==> config.mk <==
export PLATFORM = sky130hd
export DESIGN_NAME = secuenciador_mac_flat
export DESIGN_NICKNAME = d
export VERILOG_FILES = /design/src/rtl/secuenciador_mac_pkg.sv /design/src/rtl/secuenciador_mac_if.sv /design/src/rtl/secuenciador_mac_saturador.sv /design/src/rtl/secuenciador_mac.sv /design/src/flat_wrapper.sv
export SDC_FILE = /design/constraint.sdc
export NUM_CORES = 1
export LEC_CHECK = 0
export BUFFER_PORTS_ARGS = -buffer_cell sky130_fd_sc_hd__buf_2
export CELL_PAD_IN_SITES_DETAIL_PLACEMENT = 0
export CELL_PAD_IN_SITES_GLOBAL_PLACEMENT = 1
export CORE_MARGIN = 4
export CORE_UTILIZATION = 32
export DETAILED_ROUTE_END_ITERATION = 10
export PLACE_DENSITY = 0.9
export SLEW_MARGIN = 20
export SYNTH_ARGS = -nofsm -noshare
export SYNTH_HDL_FRONTEND = slang
export SYNTH_SLANG_ARGS = --single-unit
==> constraint.sdc <==
create_clock -name clk -period 1.9 [get_ports clk]
set_input_delay 0.38 -clock clk [delete_from_list [all_inputs] [get_ports clk]]
set_output_delay 0.38 -clock clk [all_outputs]
set_load 0.02 [all_outputs]
==> src/rtl/secuenciador_mac_pkg.sv <==
// Shared constants for the FIR MAC sequencer: state encoding and Q-format widths.
package secuenciador_mac_pkg;

    localparam int unsigned Q_N    = 25;
    localparam int unsigned Q_FRAC = 10;

    typedef enum logic [2:0] {
        IDLE  = 3'd0,
        SHIFT = 3'd1,
        CLEAR = 3'd2,
        MAC   = 3'd3,
        WAIT  = 3'd4,
        DONE  = 3'd5
    } state_t;

endpackage

==> src/rtl/secuenciador_mac_if.sv <==
// Control/data bundle between the MAC sequencer and the FIR datapath.
interface secuenciador_mac_if
    import secuenciador_mac_pkg::*;
#(
    parameter int unsigned N  = Q_N,
    parameter int unsigned AW = 3
);
    logic                  start;
    logic signed [2*N-1:0] acum_in;
    logic [AW-1:0]         addr;
    logic                  shift_en;
    logic                  acc_clr;
    logic                  acc_en;
    logic [N-1:0]          y;
    logic                  y_valid;
    logic                  busy;
    logic                  overrun;

    modport master (
        output start, acum_in,
        input  addr, shift_en, acc_clr, acc_en, y, y_valid, busy, overrun
    );

    modport slave (
        input  start, acum_in,
        output addr, shift_en, acc_clr, acc_en, y, y_valid, busy, overrun
    );
endinterface

==> src/rtl/secuenciador_mac_saturador.sv <==
// Combinational 2N->N conversion: drop FRAC fraction bits, saturate on overflow.
module saturador
    import secuenciador_mac_pkg::*;
#(
    parameter int unsigned N    = Q_N,
    parameter int unsigned FRAC = Q_FRAC
) (
    input  logic signed [2*N-1:0] acc_i,
    output logic        [N-1:0]   y_o
);
    localparam int unsigned HW = N - FRAC + 1;

    logic [HW-1:0] head;
    logic          unused_lsb;

    assign head       = acc_i[2*N-1 -: HW];
    assign unused_lsb = ^acc_i[FRAC-1:0];

    // Result fits when sign bit and all discarded upper bits agree.
    always_comb begin
        y_o = acc_i[FRAC+N-1:FRAC];
        if (!((&head) || !(|head))) begin
            y_o = acc_i[2*N-1] ? {1'b1, {(N-1){1'b0}}} : {1'b0, {(N-1){1'b1}}};
        end
    end
endmodule

==> src/rtl/secuenciador_mac.sv <==
// Sequences one FIR output on the shared MAC datapath per accepted start pulse.
module secuenciador_mac
    import secuenciador_mac_pkg::*;
#(
    parameter int unsigned N    = Q_N,
    parameter int unsigned FRAC = Q_FRAC,
    parameter int unsigned TAPS = 8,
    parameter int unsigned AW   = 3,
    parameter int unsigned LAT  = 2
) (
    input  logic               clk,
    input  logic               reset,
    secuenciador_mac_if.slave  bus
);
    localparam int unsigned WW = (LAT > 0) ? $clog2(LAT + 1) : 1;

    state_t         state_q;
    logic [AW-1:0]  addr_q;
    logic [WW-1:0]  wait_q;
    logic [LAT-1:0] pipe_q;
    logic           shift_en_q;
    logic           acc_clr_q;
    logic           y_valid_q;
    logic           busy_q;
    logic           overrun_q;
    logic [N-1:0]   y_q;
    logic [N-1:0]   y_sat;

    saturador #(.N(N), .FRAC(FRAC)) u_sat (
        .acc_i (bus.acum_in),
        .y_o   (y_sat)
    );

    always_ff @(posedge clk) begin
        if (reset) begin
            state_q    <= IDLE;
            addr_q     <= '0;
            wait_q     <= '0;
            pipe_q     <= '0;
            shift_en_q <= 1'b0;
            acc_clr_q  <= 1'b0;
            y_valid_q  <= 1'b0;
            busy_q     <= 1'b0;
            overrun_q  <= 1'b0;
            y_q        <= '0;
        end else begin
            shift_en_q <= 1'b0;
            acc_clr_q  <= 1'b0;
            y_valid_q  <= 1'b0;
            // Tap-issued flag delayed to line up with product arrival.
            pipe_q     <= LAT'({pipe_q, state_q == MAC});
            if (bus.start && state_q != IDLE) begin
                overrun_q <= 1'b1;
            end
            case (state_q)
                IDLE: begin
                    if (bus.start) begin
                        state_q    <= SHIFT;
                        shift_en_q <= 1'b1;
                        busy_q     <= 1'b1;
                    end
                end
                SHIFT: begin
                    state_q   <= CLEAR;
                    acc_clr_q <= 1'b1;
                end
                CLEAR: begin
                    state_q <= MAC;
                    addr_q  <= '0;
                end
                MAC: begin
                    if (addr_q == AW'(TAPS - 1)) begin
                        state_q <= WAIT;
                        wait_q  <= '0;
                    end else begin
                        addr_q <= addr_q + AW'(1);
                    end
                end
                WAIT: begin
                    if (wait_q == WW'(LAT)) begin
                        state_q   <= DONE;
                        y_q       <= y_sat;
                        y_valid_q <= 1'b1;
                    end else begin
                        wait_q <= wait_q + WW'(1);
                    end
                end
                DONE: begin
                    state_q <= IDLE;
                    busy_q  <= 1'b0;
                end
                default: begin
                    state_q <= IDLE;
                    busy_q  <= 1'b0;
                end
            endcase
        end
    end

    assign bus.addr     = addr_q;
    assign bus.shift_en = shift_en_q;
    assign bus.acc_clr  = acc_clr_q;
    assign bus.acc_en   = pipe_q[LAT-1];
    assign bus.y        = y_q;
    assign bus.y_valid  = y_valid_q;
    assign bus.busy     = busy_q;
    assign bus.overrun  = overrun_q;
endmodule

==> src/flat_wrapper.sv <==
// flat-port wrapper written by rule: the top's interface ports become plain ports
module secuenciador_mac_flat import secuenciador_mac_pkg::*;
#(
    parameter int unsigned N    = Q_N,
    parameter int unsigned FRAC = Q_FRAC,
    parameter int unsigned TAPS = 8,
    parameter int unsigned AW   = 3,
    parameter int unsigned LAT  = 2
)
  (clk, reset, bus_start, bus_acum_in, bus_addr, bus_shift_en, bus_acc_clr, bus_acc_en, bus_y, bus_y_valid, bus_busy, bus_overrun);
  secuenciador_mac_if #(.N(N), .AW(AW)) bus_i ();
  input  logic clk;
  input  logic reset;
  input wire logic [$bits(bus_i.start)-1:0] bus_start;
  input wire logic [$bits(bus_i.acum_in)-1:0] bus_acum_in;
  output wire logic [$bits(bus_i.addr)-1:0] bus_addr;
  output wire logic [$bits(bus_i.shift_en)-1:0] bus_shift_en;
  output wire logic [$bits(bus_i.acc_clr)-1:0] bus_acc_clr;
  output wire logic [$bits(bus_i.acc_en)-1:0] bus_acc_en;
  output wire logic [$bits(bus_i.y)-1:0] bus_y;
  output wire logic [$bits(bus_i.y_valid)-1:0] bus_y_valid;
  output wire logic [$bits(bus_i.busy)-1:0] bus_busy;
  output wire logic [$bits(bus_i.overrun)-1:0] bus_overrun;
  assign bus_i.start = bus_start;
  assign bus_i.acum_in = bus_acum_in;
  assign bus_addr = bus_i.addr;
  assign bus_shift_en = bus_i.shift_en;
  assign bus_acc_clr = bus_i.acc_clr;
  assign bus_acc_en = bus_i.acc_en;
  assign bus_y = bus_i.y;
  assign bus_y_valid = bus_i.y_valid;
  assign bus_busy = bus_i.busy;
  assign bus_overrun = bus_i.overrun;
  secuenciador_mac #(.N(N), .FRAC(FRAC), .TAPS(TAPS), .AW(AW), .LAT(LAT)) u_core (.clk(clk), .reset(reset), .bus(bus_i));
endmodule
Word-level counts from Yosys, hierarchy flattened
Index checks and enable logic that the tools add are counted.
{"block": "word_totals", "ff_bits": 40, "output_inout_bits": 34, "inputBits": 53}
{"block": "classes", "bitwise": 3, "eq_ne": 11, "n_reduce_logical": 17, "addsub": 2, "muxes": 16}
{"cell": "$mux 25", "count": 2}
{"cell": "$reduce_and 16->1", "count": 1}
{"cell": "$reduce_or 16->1", "count": 1}
{"cell": "$pmux 3 s5", "count": 1}
{"cell": "$mux 3", "count": 4}
{"cell": "$ne 2x2->1 const B", "count": 4}
{"cell": "$eq 3x2->1 const B", "count": 2}
{"cell": "$eq 3x3->1 const B", "count": 2}
{"cell": "$pmux 3 s2", "count": 1}
{"cell": "$reduce_and 2->1", "count": 3}
{"cell": "$reduce_and 3->1", "count": 2}
{"cell": "$mux 1", "count": 4}
{"cell": "$mux 2", "count": 2}
{"cell": "$pmux 2 s2", "count": 1}
{"cell": "$reduce_bool 2->1", "count": 2}
{"cell": "$reduce_or 2->1", "count": 2}
{"cell": "$reduce_or 4->1", "count": 1}
{"cell": "$add 3x1->3 const B", "count": 1}
{"cell": "$eq 3x1->1 const B", "count": 1}
{"cell": "$logic_not 3->1", "count": 1}
{"cell": "$not 1->1", "count": 3}
{"cell": "$reduce_bool 3->1", "count": 1}
{"cell": "$add 2x1->2 const B", "count": 1}
{"cell": "$eq 2x2->1 const B", "count": 1}
{"cell": "5 further kinds", "count": 5}

Logic depth before layout (Yosys ltp)
Gate-level depths: netlist of run 1.
{"block": "logic_depth", "ltp_word": 4, "mapped_depth": 7, "depth_no_buf": 6}

Cells and area by module
A second synthesis of run 1 with hierarchy kept.
{"block": "unflattened", "hier_cells": 246, "hier_area_um2": 1921.8}
{"mod": "secuenciador_mac", "cells_each": 178, "seq_area_each_um2": 800.8, "instances": 1, "area_per_inst_um2": 1515.2}
{"mod": "saturador", "cells_each": 68, "seq_area_each_um2": 0.0, "instances": 1, "area_per_inst_um2": 406.6}

Least setup slack after synthesis of run 1
Ideal clock, no wire load.
{"block": "synth_timing", "path_kind": "input port to flip-flop", "from": "input port bus_acum_in[36]", "to": "register u_core.y_q[0] (netlist: u_core.bus.y[0])", "path_slack_ps": 155, "required_time_ps": 1781, "setup_time_ps": 119, "arrival_ps": 1626, "cell_stages": 5, "cell_sequence": "nand4_1 or4_4 a21bo_4 buf_6 o221a_2"}
{"block": "synth_via", "elab_chain_len": 4, "elab_cells_between_ends": 5}
{"item": "start: declaration", "line": "flat_wrapper.sv:15", "text": "input wire logic [$bits(bus_i.acum_in)-1:0] bus_acum_in;"}
{"item": "$reduce_or 16->1", "line": "secuenciador_mac_saturador.sv:22", "text": "if (!((&head) || !(|head))) begin"}
{"item": "$logic_not 1->1", "line": "secuenciador_mac_saturador.sv:22"}
{"item": "$logic_or 1x1->1 (*)", "line": "secuenciador_mac_saturador.sv:22"}
{"item": "$mux 25 (*)", "line": "secuenciador_mac_saturador.sv:22"}
{"item": "end signal: assignment", "line": "secuenciador_mac.sv:82", "text": "y_q <= y_sat;"}
{"item": "end: declaration", "line": "secuenciador_mac.sv:26", "text": "logic [N-1:0] y_q;"}
Every way passes the cells marked *; elsewhere a longest branch is shown, timed or not.
A chain may end at the register's enable or synchronous reset.

Worst setup path in the final report of run 1
{"block": "layout_timing", "from": "register u_core.addr_q[0] (netlist: u_core.bus.addr[0])", "to": "register u_core.wait_q[0]"}
{"block": "layout_via", "elab_chain_len": 3}
{"item": "start: declaration", "line": "secuenciador_mac.sv:18", "text": "logic [AW-1:0] addr_q;"}
{"item": "start signal: assignment", "line": "secuenciador_mac.sv:76", "text": "addr_q <= addr_q + AW'(1);"}
{"item": "$eq 3x3->1", "line": "secuenciador_mac.sv:72", "text": "if (addr_q == AW'(TAPS - 1)) begin"}
{"item": "$ne 2x2->1 (no line)"}
{"item": "$reduce_and 3->1 (no line)"}
{"item": "end signal: assignment", "line": "secuenciador_mac.sv:85", "text": "wait_q <= wait_q + WW'(1);"}
{"item": "end: declaration", "line": "secuenciador_mac.sv:19", "text": "logic [WW-1:0] wait_q;"}
Every way passes these cells.

==> flow_metrics.tcl, run 1 <==
set metrics [dict create \
    slew_headroom_pct 79.34 \
    synth-xor-area-share_pct 0 \
    cts_made_buffers 5 \
    clock_latency_ps 280 \
    async_reset_ff_share_pct 0 \
    status "completed" \
    synth_fa_ha_area_share_pct 2.385 \
    placed_cells 279 \
    yosysTopAreaCellShare_pct 50.87 \
    row_count 25 \
    skew_ps 6.288 \
    start_util_pct 33.11 \
    syn_area_sq_um 1574 \
    core_sq_um 4755 \
    worst_pin_slew_ps 302.1 \
    synth_cell_type_count 33 \
    syn_inst 141 \
    stdcell_count 287 \
    tritoncts "done" \
    routed_wl_microns 3673 \
    die_h_microns 78.14 \
    ys_top_cells_by_area "dfxtp_1 51%, o221a_2 16%, buf_6 2.9%" \
    r2r_end "u_core.wait_q[0]$_SDFFE_PP0P_" \
    grt-ovfl-total 0 \
    holdPathEnd "u_core.bus.shift_en$_SDFF_PP0_" \
    vias_per_cell 4.767 \
    synth_compound_area_share_pct 25.68 \
    dp_hpwl_microns 2831 \
    htree_num_levels 2 \
    ys_warn_count 0 \
    cp_max_fo 7 \
    grt_pass1_wl_microns 6058 \
    first_global_vias 1277 \
    synth_flop_cell "dfxtp_1" \
    cts_resized 0 \
    pwr_density_cell_nw_per_um2 736.0 \
    root_buffer "clkbuf_8" \
    dr.first_iter.drc_count 53 \
    grt_max_degree 25 \
    route.detailed.drc 0 \
    seq_area_frac_synth_pct 50.87 \
    layout-drive-gt1-share_pct 53.64 \
    postLayoutCoreUtil_pct 44.37 \
    fillers 487 \
    synthMuxAreaShare_pct 1.272 \
    ctsLongestPathBuffers 2 \
    synth-edff-count 0 \
    p_leak_nw 0.9615 \
    worstSetupPathType "flip-flop to flip-flop" \
    worstSetupEndpointType "flip-flop" \
    holdBufCountCts 0 \
    finalCritPeriodShare_pct 85.45 \
    ir_drop_mv 0.3462 \
    multi_input_area_sq_um 688.2 \
    io_pins 87 \
    antenna_found_initial 0 \
    setup_tns_ps 0 \
    max-cap-violations 0 \
    synth_nets 197 \
    clk_pin_slew_ps 80 \
    rsz0062_at_grt "false" \
    yosys_register_bits 40 \
    numClockSinks 40 \
    crit_path_start_kind "flip-flop" \
    holdPathStages 3 \
    portBuffers 76 \
    grt_usage_pct 12.09 \
    holdWs_ps 349.5 \
    nNetsFinal 275 \
    synth_top_family_by_area "compound AO/OA/AOI/OAI gates" \
    fmax_mhz 616.0 \
    ff2ff_path_depth 6 \
    synthSimpleGateAreaFrac_pct 14.39 \
    period_needed_ps 1623 \
    die_w_microns 78.14 \
    ant_nets 0 \
    min-delay-start "bus_start" \
    place_area_sq_um 2022 \
    place_congestion 0.7173 \
    setup_viol_count_final 0 \
    area_growth_pct 34.02 \
    cp.arrival_ps 1850 \
    slew_viol_final 0 \
    dr.pass1.iters 4 \
    seq_area_sq_um 800.8 \
    r2r_slack_ps 280 \
    vias 1368 \
    die-area_sq_um 6105 \
    design_area_sq_um 2110 \
    hold_class "input port to flip-flop" \
    cts_setup_buffers 0 \
    cp.required_ps 2120 \
    finalHoldViolCount 0 \
    yosysTopAreaCell "dfxtp_1" \
    n_antenna_cell 0 \
    timing.rr.start "u_core.bus.addr[0]$_SDFFE_PP0P_" \
    wl_per_cell_microns 12.80 \
    syn_avg_cell_area_sq_um 11.16 \
]
-- worst max-delay path, cell delays in order, from the launching register on --
cell,delay [ps]
dfxtp_1,340
ha_1,200
ha_1,240
and2_1,220
o2bb2ai_1,150
or2_2,280
a21oi_1,130
-- worst max-delay path by stage --
stage	startpoint	endpoint
6_report	u_core.bus.addr[0]$_SDFFE_PP0P_	u_core.wait_q[0]$_SDFFE_PP0P_
5_1_grt	u_core.bus.addr[0]$_SDFFE_PP0P_	u_core.wait_q[0]$_SDFFE_PP0P_
4_1_cts	u_core.bus.addr[0]$_SDFFE_PP0P_	u_core.wait_q[0]$_SDFFE_PP0P_
3_5_place_dp	bus_acum_in[36]	u_core.bus.y[13]$_SDFFE_PP0P_
3_3_place_gp	bus_acum_in[36]	u_core.bus.y[17]$_SDFFE_PP0P_
2_1_floorplan	bus_acum_in[36]	u_core.bus.y[0]$_SDFFE_PP0P_
-- stage by stage --
step           setup WS, ps  power (mW)
2_1_floorplan         154.8      0.9496
3_3_place_gp          42.26       1.026
3_5_place_dp          23.68       1.027
4_1_cts               264.7       1.582
5_1_grt               161.5       1.631
6_report              276.5       1.553
-- Yosys cell counts, types with 2 or more instances --
library cell	instances
dfxtp_1	40
o221a_2	23
nor2_1	10
a21oi_1	7
nand2_1	6
clkbuf_1	5
nand4_1	5
buf_6	4
nor4_1	4
ha_1	3
inv_1	3
nor2b_1	3
o21ai_0	3
and2_1	2
buf_2	2
mux2i_1	2
nand2b_1	2
nor3_1	2
-- sequential cells by signal (all words and copies together) (netlist names) --
signal               count
u_core.bus.addr          3
u_core.bus.shift_en      1
u_core.bus.y_valid       1
u_core.state_q           3
u_core.bus.overrun       1
u_core.bus.busy          1
u_core.wait_q            2
u_core.bus.y            25
u_core.pipe_q            2
u_core.bus.acc_clr       1
-- layout make-up --
| class | count | share of cell area [%] |
|---|---|---|
| Clock buffer | 5 | 3.262 |
| Clock inverter | 3 | 0.8897 |
| Inverter | 3 | 0.5338 |
| Multi-Input combinational cell | 87 | 32.62 |
| Sequential cell | 40 | 37.96 |
| Tap cell | 67 | 3.974 |
| Timing Repair Buffer | 82 | 20.76 |
-- layout by cell type, fill, tap and decap left out, types with 3 or more instances in the layout --
master | Yosys | routed
buf_2 | 2 | 76
nor4_1 | 4 | 4
buf_4 | 0 | 5
ha_1 | 3 | 3
dfxtp_1 | 40 | 40
nand2_1 | 6 | 6
o221a_2 | 23 | 23
nor2_1 | 10 | 10
nand4_1 | 5 | 5
nor2b_1 | 3 | 3
a21oi_1 | 7 | 7
inv_1 | 3 | 3
clkbuf_8 | 0 | 5
o21ai_0 | 3 | 3
-- cell families (layout without fill, tap and decap cells) --
family,Yosys count,after routing
multiplexers,2,2
flip-flops,40,40
AND/OR/NAND/NOR,41,41
AO/OA/AOI/OAI,41,41
buffers and inverters,14,93
adder cells (fa/ha/maj),3,3
-- power breakdown --
part	switching [mW]	internal (mW)
registers	0.0133	0.852
logic	0.0715	0.0691
clock network	0.291	0.256
-- layer usage --
metal	global-route usage (%)	wire [microns]	vias up
met3	4.587	290	4
met1	15.29	1714	613
li1	-	-	700
met5	0	0	-
met4	2.622	19	0
met2	19.61	1648	51
(Power assumes the default switching activity.)
==> run 2, diff against run 1 <==
- clock period: 1.9 -> 1.7 ns (I/O delays scaled with it)
==> run 2 against run 1 <==
Global-route usage rose by 0.45 points. Via count increased by 5.2%. Worst hold slack lost 45 ps. Sequential share of layout area fell by 0.36 points. Die area did not move. Clock power grew 6.0%. Maximum frequency rose by 2.2%. Clock skew increased by 0.62 ps. Combinational power up 21%. First-iteration DRC count rose by 38%. Final cell count grew 1.0%. Worst setup slack worse by 160 ps.
==> flow_metrics.tcl, run 2 (same netlist as run 1, synthesis figures left out) <==
set metrics [dict create \
    holdBufCountCts 0 \
    grt_usage_pct 12.54 \
    status "completed" \
    pwr_density_cell_nw_per_um2 805.1 \
    mostFrequentLayoutCells "76 x buf_2, 40 x dfxtp_1, 23 x o221a_2, 10 x nor2_1, 9 x buf_4" \
    postLayoutCoreUtil_pct 44.79 \
    cts_made_buffers 5 \
    place_congestion 0.7471 \
    placed_cells 283 \
    cp.arrival_ps 1800 \
    final_common_cell "buf_2" \
    hold_class "input port to flip-flop" \
    p_leak_nw 0.9759 \
    cp.required_ps 1920 \
    met1_usage_pct 15.05 \
    cp_max_fo 5 \
    stdcell_count 290 \
    root_buffer "clkbuf_8" \
    fin_ws_ps 112.1 \
    layout-drive-gt1-share_pct 53.81 \
    rsz0062_at_grt "false" \
    max-cap-violations 0 \
    largest_reg_flops 25 \
    dp_slack_ps -126.4 \
    start_util_pct 33.11 \
    slew_headroom_pct 79.06 \
    finalCritPeriodShare_pct 93.41 \
    crit_path_start_kind "flip-flop" \
    total_power_mw 1.714 \
    dp_hpwl_microns 2937 \
    ant_nets 0 \
    numClockSinks 40 \
    area_growth_pct 35.29 \
    grt_pass1_wl_microns 6147 \
    grt-ovfl-total 0 \
    finalHoldViolCount 0 \
    nNetsFinal 279 \
    vias 1439 \
    cpPeakStageDelay_ps 340 \
    dr.pass1.iters 4 \
    routed_wl_microns 3897 \
    core_sq_um 4755 \
    cpMostUsedCell "ha_1" \
    setup_viol_count_final 0 \
    tritoncts "done" \
    skew_ps 6.913 \
    cts_resized 0 \
    die_h_microns 78.14 \
    wl_per_cell_microns 13.44 \
    fmax_mhz 629.7 \
    cts_setup_buffers 0 \
    first_global_vias 1356 \
    slew_viol_final 0 \
    n_antenna_cell 0 \
    portBuffers 76 \
    die-area_sq_um 6105 \
    die_w_microns 78.14 \
    row_count 25 \
    grt_max_degree 25 \
    ir_drop_mv 0.3329 \
    worstSetupPathType "flip-flop to flip-flop" \
    route.detailed.drc 0 \
    met2_usage_pct 20.55 \
    ctsLongestPathBuffers 2 \
    worstPathCellList "ha_1 -> ha_1 -> and2_1 -> o2bb2ai_1 -> or2_2 -> a21oi_1" \
    fillers 487 \
    grt.busiest_layer "met2" \
    vias_per_cell 4.962 \
    antenna_found_initial 0 \
    cp_slowest_cell "dfxtp_1" \
    htree_num_levels 2 \
    clock_latency_ps 280 \
    io_pins 87 \
    dr.first_iter.drc_count 73 \
    period_needed_ps 1588 \
    grtUsageMet3_pct 5.390 \
    worstSetupEndpointType "flip-flop" \
    setup_tns_ps 0 \
    clk_pin_slew_ps 80 \
    worst_pin_slew_ps 306.2 \
]
-- run 2: final cells by class --
cell class | count | area [sq um] | area share, %
flip-flops and latches | 40 | 800.8 | 37.60
repair buffers | 86 | 467.9 | 21.97
well taps | 67 | 83.83 | 3.937
clock inverters | 1 | 5.005 | 0.2350
clock buffers | 6 | 72.57 | 3.408
multi-input cells | 87 | 688.2 | 32.31
inverters | 3 | 11.26 | 0.5288
-- run 2: stage by stage --
stage                     hold slack [ps]  instance area (sq um)
final                               304.7                   2130
after global routing                293.8                   2130
after CTS                           299.9                   2130
after detailed placement            453.8                   2052
after global placement              451.5                   2052
after floorplan                     413.8                   1574
-- run 2: worst max-delay path, delay by kind of cell, from the launching register on --
family / cells / cell delay [ps]
flip-flops: 1 / 340
adder cells (fa/ha/maj): 2 / 390
AND/OR/NAND/NOR: 2 / 490
AO/OA/AOI/OAI: 2 / 300
-- run 2: power by group --
part	switching (mW)	total [mW]	internal [mW]	leakage (nW)
clock network	0.301	0.580	0.279	0.0410
logic	0.0870	0.170	0.0834	0.611
registers	0.0108	0.964	0.953	0.324
total	0.399	1.71	1.32	0.976
-- run 2: layer usage --
layer,vias to the layer above,wire [microns]
met3,6,327
met5,-,0
li1,706,-
met2,48,1743
met1,679,1793
met4,0,33
-- run 2: path summary, 6_finish.rpt --
path	cells past startpoint	end	slack (ps)	startpoint
min reg2reg	1	u_core.pipe_q[1]$_SDFF_PP0_	470	u_core.pipe_q[0]$_SDFF_PP0_
max	6	u_core.wait_q[0]$_SDFFE_PP0P_	110	u_core.bus.addr[0]$_SDFFE_PP0P_
min	3	u_core.bus.shift_en$_SDFF_PP0_	300	bus_start
max reg2reg	6	u_core.wait_q[0]$_SDFFE_PP0P_	110	u_core.bus.addr[0]$_SDFFE_PP0P_
==> run 3, diff against run 2 <==
- CELL_PAD_IN_SITES_DETAIL_PLACEMENT: 0 -> 1
==> run 3 against run 2 <==
Wire length grew 16%. Register-to-register slack is essentially flat. Count of clock-buffer cells in the layout is the same. Worst setup slack lost 14 ps. Flip-flop and latch count is the same. Critical endpoint unchanged. Largest cell class unchanged. Largest power group unchanged.
==> flow_metrics.tcl, run 3 (same netlist as run 1, synthesis figures left out) <==
set metrics [dict create \
    status "completed" \
    max-cap-violations 0 \
    ctsLongestPathBuffers 2 \
    crit_path_start_kind "flip-flop" \
    die-area_sq_um 6105 \
    cpPeakStageDelay_ps 340 \
    clock_power_share_pct 33.7 \
    ff2ff_path_depth 6 \
    finalCritPeriodShare_pct 94.21 \
    worstSetupEndpointType "flip-flop" \
    root_buffer "clkbuf_8" \
    holdWs_ps 316.5 \
    numClockSinks 40 \
    finalHoldViolCount 0 \
    tritoncts "done" \
    vias_per_cell 4.990 \
    first_global_vias 1526 \
    holdBufCountCts 0 \
    period_needed_ps 1602 \
    grt_usage_pct 14.85 \
    cpMostUsedCell "ha_1" \
    route.detailed.drc 0 \
    netSwitchingFraction_pct 23.55 \
    setup_viol_count_final 0 \
    worstPathCellList "ha_1 -> ha_1 -> and2_1 -> o2bb2ai_1 -> or2_2 -> a21oi_1" \
    p_leak_nw 0.9753 \
    skew_ps 2.459 \
    routed_wl_microns 4524 \
    clk_pin_slew_ps 70 \
    fmax_mhz 624.4 \
    dr.pass1.iters 4 \
    n_antenna_cell 0 \
    htree_num_levels 2 \
    grt_max_degree 25 \
    worstSetupPathType "flip-flop to flip-flop" \
    cp_slowest_cell "dfxtp_1" \
    setup_tns_ps 0 \
    portBuffers 76 \
    wl_per_cell_microns 15.60 \
    r2r_end "u_core.wait_q[0]$_SDFFE_PP0P_" \
    postLayoutCoreUtil_pct 44.82 \
    start_util_pct 33.11 \
    area_growth_pct 35.37 \
    timing.rr.start "u_core.bus.addr[0]$_SDFFE_PP0P_" \
    p_seq_share_pct 56.0 \
    mostFrequentLayoutCells "76 x buf_2, 40 x dfxtp_1, 23 x o221a_2, 10 x nor2_1, 9 x buf_4" \
    final_common_cell "buf_2" \
    antenna_found_initial 0 \
    cp_max_fo 5 \
    die_w_microns 78.14 \
    nNetsFinal 279 \
    slew_headroom_pct 76.52 \
    cp-endpoint "u_core.wait_q[0]$_SDFFE_PP0P_" \
    io_pins 87 \
    power_frac_comb_pct 10.2 \
    row_count 25 \
    cp.required_ps 1910 \
    rsz0062_at_grt "false" \
    grt_pass1_wl_microns 7251 \
    cts_made_buffers 5 \
    ant_nets 0 \
    largest_reg_flops 25 \
    switching_power_uw 405.2 \
    layout-drive-gt1-share_pct 54.26 \
    core_sq_um 4755 \
    grt-ovfl-total 0 \
    vias 1447 \
    place_congestion 0.7471 \
    dp_hpwl_microns 3496 \
    cp.arrival_ps 1820 \
    pwr_density_cell_nw_per_um2 807.5 \
    stdcell_count 290 \
    die_h_microns 78.14 \
    dr.first_iter.drc_count 53 \
    total_power_mw 1.721 \
    clock_latency_ps 280 \
    ir_drop_mv 0.4354 \
    r2r_slack_ps 100 \
    hold_class "input port to flip-flop" \
    cp-startpoint "u_core.bus.addr[0]$_SDFFE_PP0P_" \
    placed_cells 283 \
    worst_pin_slew_ps 349.0 \
    slew_viol_final 0 \
    p_int_mw 1.315 \
]
==> run 3: layout make-up <==
class | instances | area [sq um]
sequential | 40 | 800.8
fill | 575 | 2624
multi-input combinational | 87 | 689.4
clock buffer | 6 | 72.57
inverter | 3 | 11.26
tap | 67 | 83.83
timing repair buffer | 86 | 467.9
clock inverter | 1 | 5.005
==> run 3: critical path: cells and delay by family (launching register included) <==
kind,cells,cell delay (ps)
simple gates,2,480
fa+ha+maj,2,390
flops,1,340
compound gates,2,310
==> run 3: worst min path at each step <==
| stage | cells past startpoint | startpoint | endpoint |
|---|---|---|---|
| 2_1_floorplan | 1 | u_core.pipe_q[0]$_SDFF_PP0_ | u_core.pipe_q[1]$_SDFF_PP0_ |
| 3_3_place_gp | 2 | u_core.bus.overrun$_SDFFE_PP0P_ | u_core.bus.overrun$_SDFFE_PP0P_ |
| 3_5_place_dp | 2 | u_core.bus.overrun$_SDFFE_PP0P_ | u_core.bus.overrun$_SDFFE_PP0P_ |
| 4_1_cts | 3 | bus_start | u_core.bus.shift_en$_SDFF_PP0_ |
| 5_1_grt | 2 | bus_acum_in[20] | u_core.bus.y[10]$_SDFFE_PP0P_ |
| 6_report | 3 | bus_start | u_core.bus.shift_en$_SDFF_PP0_ |
==> run 3: timing repair <==
item / 4_1_cts / 5_1_grt
buffers inserted: 0 / 0
resized for setup: 0 / 1
setup endpoints to repair: 0 / 1
==> run 3: power by group through the flow <==
stage / registers, mW / clock network, mW / logic, mW
finish: 0.964 / 0.581 / 0.176
global route: 0.967 / 0.660 / 0.193
CTS: 0.964 / 0.607 / 0.177
detailed placement: 0.986 / 0 / 0.176
global placement: 0.985 / 0 / 0.170
floorplan: 0.997 / 0 / 0.0643
==> run 3: metal layers <==
| metal | vias to the layer above | part of all wire [%] | GRT usage (%) |
|---|---|---|---|
| met1 | 682 | 44 | 17.04 |
| met4 | 0 | 0.84 | 3.147 |
| met2 | 51 | 49 | 26.88 |
| li1 | 707 | - | - |
| met5 | - | 0 | 0 |
| met3 | 7 | 6.4 | 4.702 |
==> run 3: per-stage QoR <==
| stage | cell area, sq um | setup WS, ps |
|---|---|---|
| after floorplan | 1574 | 2.785 |
| after global placement | 2052 | -117.2 |
| after detailed placement | 2052 | -179.1 |
| after CTS | 2130 | 81.85 |
| after global routing | 2131 | 27.54 |
| final | 2131 | 98.46 |
